File: src/rtl/panda_pkg.sv
// panda_pkg: shared width and instruction constants for the panda core
package panda_pkg;
  localparam int XLEN = 32;
  localparam logic [XLEN-1:0] NOP = 32'h0000_0013;
endpackage

File: src/rtl/panda_if_stage.sv
// panda_if_stage: instruction fetch stage with PC, IF/ID register and stall hold buffer
module panda_if_stage
  import panda_pkg::*;
#(
  parameter logic [XLEN-1:0] BootAddr = 32'h0000_0000
) (
  input  logic            clk_i,
  input  logic            rst_ni,
  input  logic            stall_if_i,
  input  logic            branch_taken_i,
  input  logic [XLEN-1:0] branch_target_i,
  output logic            imem_req_o,
  output logic [XLEN-1:0] imem_addr_o,
  input  logic [XLEN-1:0] imem_rdata_i,
  output logic [XLEN-1:0] instr_id_o,
  output logic [XLEN-1:0] pc_id_o,
  output logic            valid_id_o
);
  localparam logic [XLEN-1:0] BootPc = {BootAddr[XLEN-1:2], 2'b00};
  logic [XLEN-1:0] pc_q, pc_d, pc_id_q, pc_id_d, hold_instr_q, hold_instr_d;
  logic            valid_id_q, valid_id_d, hold_valid_q, hold_valid_d;
  // next state: redirect beats stall, stall freezes everything but the hold buffer
  always_comb begin
    pc_d         = branch_taken_i ? {branch_target_i[XLEN-1:2], 2'b00} :
                   stall_if_i     ? pc_q : pc_q + XLEN'(4);
    pc_id_d      = (branch_taken_i || stall_if_i) ? pc_id_q : pc_q;
    valid_id_d   = branch_taken_i ? 1'b0 : stall_if_i ? valid_id_q : 1'b1;
    hold_valid_d = !branch_taken_i && stall_if_i;
    hold_instr_d = (!branch_taken_i && stall_if_i && !hold_valid_q) ? imem_rdata_i : hold_instr_q;
  end
  // state registers, cleared to the boot image on reset
  always_ff @(posedge clk_i or negedge rst_ni) begin
    if (!rst_ni) begin
      pc_q         <= BootPc;
      pc_id_q      <= BootPc;
      valid_id_q   <= 1'b0;
      hold_valid_q <= 1'b0;
      hold_instr_q <= NOP;
    end else begin
      pc_q         <= pc_d;
      pc_id_q      <= pc_id_d;
      valid_id_q   <= valid_id_d;
      hold_valid_q <= hold_valid_d;
      hold_instr_q <= hold_instr_d;
    end
  end
  // memory stalls must not lose the word fetched before the stall began
  always_comb begin
    imem_req_o  = rst_ni && !stall_if_i;
    imem_addr_o = pc_q;
    pc_id_o     = pc_id_q;
    valid_id_o  = valid_id_q;
    instr_id_o  = !valid_id_q ? NOP : hold_valid_q ? hold_instr_q : imem_rdata_i;
  end
endmodule

File: config.mk
export PLATFORM = sky130hd
export DESIGN_NAME = panda_if_stage
export DESIGN_NICKNAME = d
export VERILOG_FILES = /design/src/rtl/panda_pkg.sv /design/src/rtl/panda_if_stage.sv
export SDC_FILE = /design/constraint.sdc
export NUM_CORES = 1
export LEC_CHECK = 0
export CAP_MARGIN = 40
export CORE_ASPECT_RATIO = 1.25
export CORE_UTILIZATION = 49
export DETAILED_ROUTE_END_ITERATION = 12
export PLACE_DENSITY_LB_ADDON = 0.3
export SETUP_SLACK_MARGIN = 0.4
export SYNTH_ARGS = -nofsm -noshare
export SYNTH_HDL_FRONTEND = slang
export SYNTH_SLANG_ARGS = --single-unit
File: constraint.sdc
create_clock -name clk_i -period 2.52 [get_ports clk_i]
set_input_delay 0.504 -clock clk_i [delete_from_list [all_inputs] [get_ports clk_i]]
set_output_delay 0.504 -clock clk_i [all_outputs]
set_load 0.1 [all_outputs]
==> flow_metrics.env <==
export IMPL_status="finished clean"
export IMPL_vdd_ir_drop_worst_v=0.000719
export IMPL_synth_simple_area_share_pct=15.5
export IMPL_crit_slowest_cell="dlygate4sd3_1"
export IMPL_swShare_pct=43.3
export IMPL_internal_power_mw=3.27
export IMPL_leakagePower_nw=2.92
export IMPL_yosysSeqAreaShare_pct=49.4
export IMPL_place_hpwl_mm=9.37
export IMPL_p_seq_share_pct=33.9
export IMPL_end_kind="primary output"
export IMPL_cts_max_level=3
export IMPL_hp_class="flop to flop"
export IMPL_syn_inst=428
export IMPL_synth_adder_area_share_pct=0.262
export IMPL_dr_pass1_iters=4
export IMPL_clock_latency_ns=0.34
export IMPL_max_stage_delay_ns=0.53
export IMPL_cts_buffers=9
export IMPL_power_density_mw_per_mm2=793
export IMPL_setup_tns_ns=0
export IMPL_core_sq_mm=0.00927
export IMPL_finish_utilization_pct=78.4
export IMPL_start_util_pct=51.4
export IMPL_p_comb_share_pct=41.9
export IMPL_root_buffer="clkbuf_16"
export IMPL_clock_sinks=94
export IMPL_yosys_cell_types_count=46
export IMPL_synth_compound_area_share_pct=7.06
export IMPL_drive_gt1_share_pct=44.0
export IMPL_maxCapViolations=0
export IMPL_min_path_cells=1
export IMPL_fmax_ghz=0.480
export IMPL_grt_usage_pct=26.6
export IMPL_layoutNonFillerInstCount=712
export IMPL_gp_congestion=0.928
export IMPL_route_vias_total=4072
export IMPL_crit_required_ns=2.02
export IMPL_worst_hold_slack_ns=0.505
export IMPL_slew_violations=0
export IMPL_crit_path_start="rst_ni"
export IMPL_grt_max_degree=52
export IMPL_grt_overflow_total=0
export IMPL_viasPerCell=5.72
export IMPL_synthToLayoutAreaGrowth_pct=52.5
export IMPL_grt_pass1_wl_mm=21.4
export IMPL_synth_edff_count=0
export IMPL_final_nets=653
export IMPL_hold_viol=0
export IMPL_antenna_found_initial=0
export IMPL_clockPowerShare_pct=24.2
export IMPL_muxShareOfSynthArea_pct=21.6
export IMPL_min_from="hold_instr_q[17]$_DFFE_PN0P_"
export IMPL_yosysTopAreaCell="dfrtp_1"
export IMPL_ant_nets=0
export IMPL_maxSlewHeadroom_pct=56.8
export IMPL_nFillCells=569
export IMPL_ys_flop_type="dfrtp_1"
export IMPL_post_route_min_period_ns=2.08
export IMPL_r2r_start="imem_addr_o[2]$_DFFE_PN0N_"
export IMPL_netlist_area_sq_mm=0.00477
export IMPL_grt_pass1_vias=4199
export IMPL_ys_top_cells_by_area="dfrtp_1 48%, mux2_2 15%, mux2i_1 6.9%"
export IMPL_numPortBuffers=159
export IMPL_synthArstFlopShare_pct=100
export IMPL_clk_pin_slew_ns=0.06
export IMPL_dieHeight_microns=112
export IMPL_synth_seq_cells=94
export IMPL_fin_crit_sh_pct=82.7
export IMPL_grt_setup_unrepaired="yes"
export IMPL_syn_avg_cell_area_sq_um=11.1
export IMPL_wirelength_mm=12.9
export IMPL_yosys_area_top_type_share_pct=47.8
export IMPL_ff2ff_path_depth=5
export IMPL_clock_skew_ns=0.00670
export IMPL_worstPathMaxFanout=7
export IMPL_cts_buffer_depth=2
export IMPL_io_pins=166
export IMPL_setup_viol=0
export IMPL_cp_cell_sequence="dlygate4sd3_1, buf_4, nor2b_2, buf_12"
export IMPL_yosysWarnings=0
export IMPL_drtIter0Drc=203
export IMPL_critical_path_class="input pin to primary output"
export IMPL_rrSetupSlack_ns=0.61
export IMPL_placed_cells=693
export IMPL_drc=0
export IMPL_antennaDiodeCount=0
export IMPL_wl_per_cell_microns=18.1
export IMPL_switchingPower_mw=2.50
export IMPL_worst_pin_slew_ns=0.648
export IMPL_die_area_sq_mm=0.0101
export IMPL_synth_xor_area_share_pct=1.84
export IMPL_cp_start_kind="input pin"
export IMPL_finalPower_mw=5.76
export IMPL_die_width_microns=90.2
export IMPL_cts_tree="done"
export IMPL_synth_top_family_by_area="multiplexers"
export IMPL_row_count=39
export IMPL_crit_arrival_ns=1.58
sequential cells by signal, indices dropped and copies added (netlist names):
signal and count:
imem_addr_o 30, hold_valid_q 1, valid_id_o 1, hold_instr_q 32, pc_id_o 30
worst paths after layout:
check | to
min | hold_instr_q[17]$_DFFE_PN0P_
max | imem_req_o
max in group asynchronous | hold_valid_q$_DFF_PN0_
min reg2reg | hold_instr_q[17]$_DFFE_PN0P_
max reg2reg | imem_addr_o[18]$_DFFE_PN0N_
min in group asynchronous | hold_instr_q[26]$_DFFE_PN0P_
metal layers:
| layer | wire length [microns] | GRT usage [%] | vias up |
|---|---|---|---|
| li1 | - | - | 1858 |
| met1 | 5200 | 33.8 | 2003 |
| met2 | 6680 | 46.2 | 189 |
| met3 | 739 | 4.34 | 22 |
| met4 | 233 | 9.35 | 0 |
| met5 | 0 | 0 | - |
Yosys cell counts, drive strengths merged, types with 2 or more instances:
library cell / instances
dfrtp: 91
mux2: 62
nor2: 43
mux2i: 33
nand2: 32
buf: 20
clkbuf: 14
o21ai: 13
nand4: 12
or4: 11
a31oi: 10
nand3: 10
o31ai: 9
o311ai: 8
and4: 7
and3: 6
xnor2: 6
nor2b: 4
o211ai: 4
xor2: 4
a21oi: 3
and2: 3
dfstp: 3
inv: 3
nand2b: 2
nor3: 2
nor4: 2
o31a: 2
or3: 2
final cells by class:
type	count	area, sq um	area share, %
sequential	94	2400	33.0
clock inverter	5	57.6	0.792
timing repair buffer	176	1940	26.7
inverter	3	16.3	0.224
multi-input combinational	300	2450	33.7
clock buffer	11	253	3.48
tap	123	154	2.12
stage by stage:
| step | area (sq um) | worst slack, ns |
|---|---|---|
| floorplan | 5050 | 0.405 |
| global placement | 6910 | 0.117 |
| detailed placement | 6910 | 0.0441 |
| CTS | 7250 | 0.406 |
| global route | 7270 | 0.389 |
| finish | 7270 | 0.435 |
power by group through the flow:
| stage | Clock, mW | Combinational [mW] | Sequential, mW |
|---|---|---|---|
| finish | 1.39 | 2.42 | 1.95 |
| floorplan | 0 | 0.776 | 2.94 |
| global placement | 0 | 2.38 | 1.96 |
| global route | 1.49 | 2.50 | 1.98 |
| CTS | 1.42 | 2.43 | 1.95 |
| detailed placement | 0 | 2.41 | 1.98 |
cell families (layout without fill, tap and decap cells):
kind of cell    after synthesis  count (layout)
compound gates               50              50
xor+xnor                     10              10
fa+ha+maj                     1               1
buf+inv                      37             195
flops                        94              94
mux                          95              95
other cells                   1               4
simple gates                140             140
what timing repair did:
action,in CTS,in global routing
endpoints found under the hold margin,2,0
setup buffers,1,1
gates cloned,0,0
setup endpoints to repair,32,32
gates resized for setup,3,6
hold buffers,1,0
cell usage in the layout (no fill, tap or decap), types with 3 or more instances in the layout:
master / Yosys / routed
clkdlybuf4s50_1: 0 / 63
a21oi_1: 3 / 3
nand3_1: 10 / 10
dfstp_2: 3 / 3
clkbuf_16: 0 / 9
and2_1: 3 / 3
o311ai_0: 4 / 4
dfrtp_4: 0 / 4
nand2_1: 31 / 31
xnor2_1: 6 / 6
o211ai_1: 4 / 4
dfrtp_1: 91 / 65
buf_12: 0 / 36
nand4_1: 11 / 11
buf_4: 4 / 74
o31ai_1: 9 / 9
xor2_1: 4 / 4
nor2_4: 0 / 29
nor2_1: 43 / 13
and4_1: 7 / 7
o21ai_0: 13 / 13
o311ai_1: 4 / 4
and3_1: 4 / 4
conb_1: 1 / 4
dfrtp_2: 0 / 22
clkinvlp_4: 0 / 3
mux2i_1: 33 / 32
mux2_2: 62 / 62
a31oi_1: 10 / 10
or4_1: 11 / 11
worst max-delay path: cells and delay by family:
kind | cells | cell delay (ns)
buffers and inverters | 3 | 0.87
AND/OR/NAND/NOR | 1 | 0.19
No activity file was read; power rests on OpenSTA's default activity.
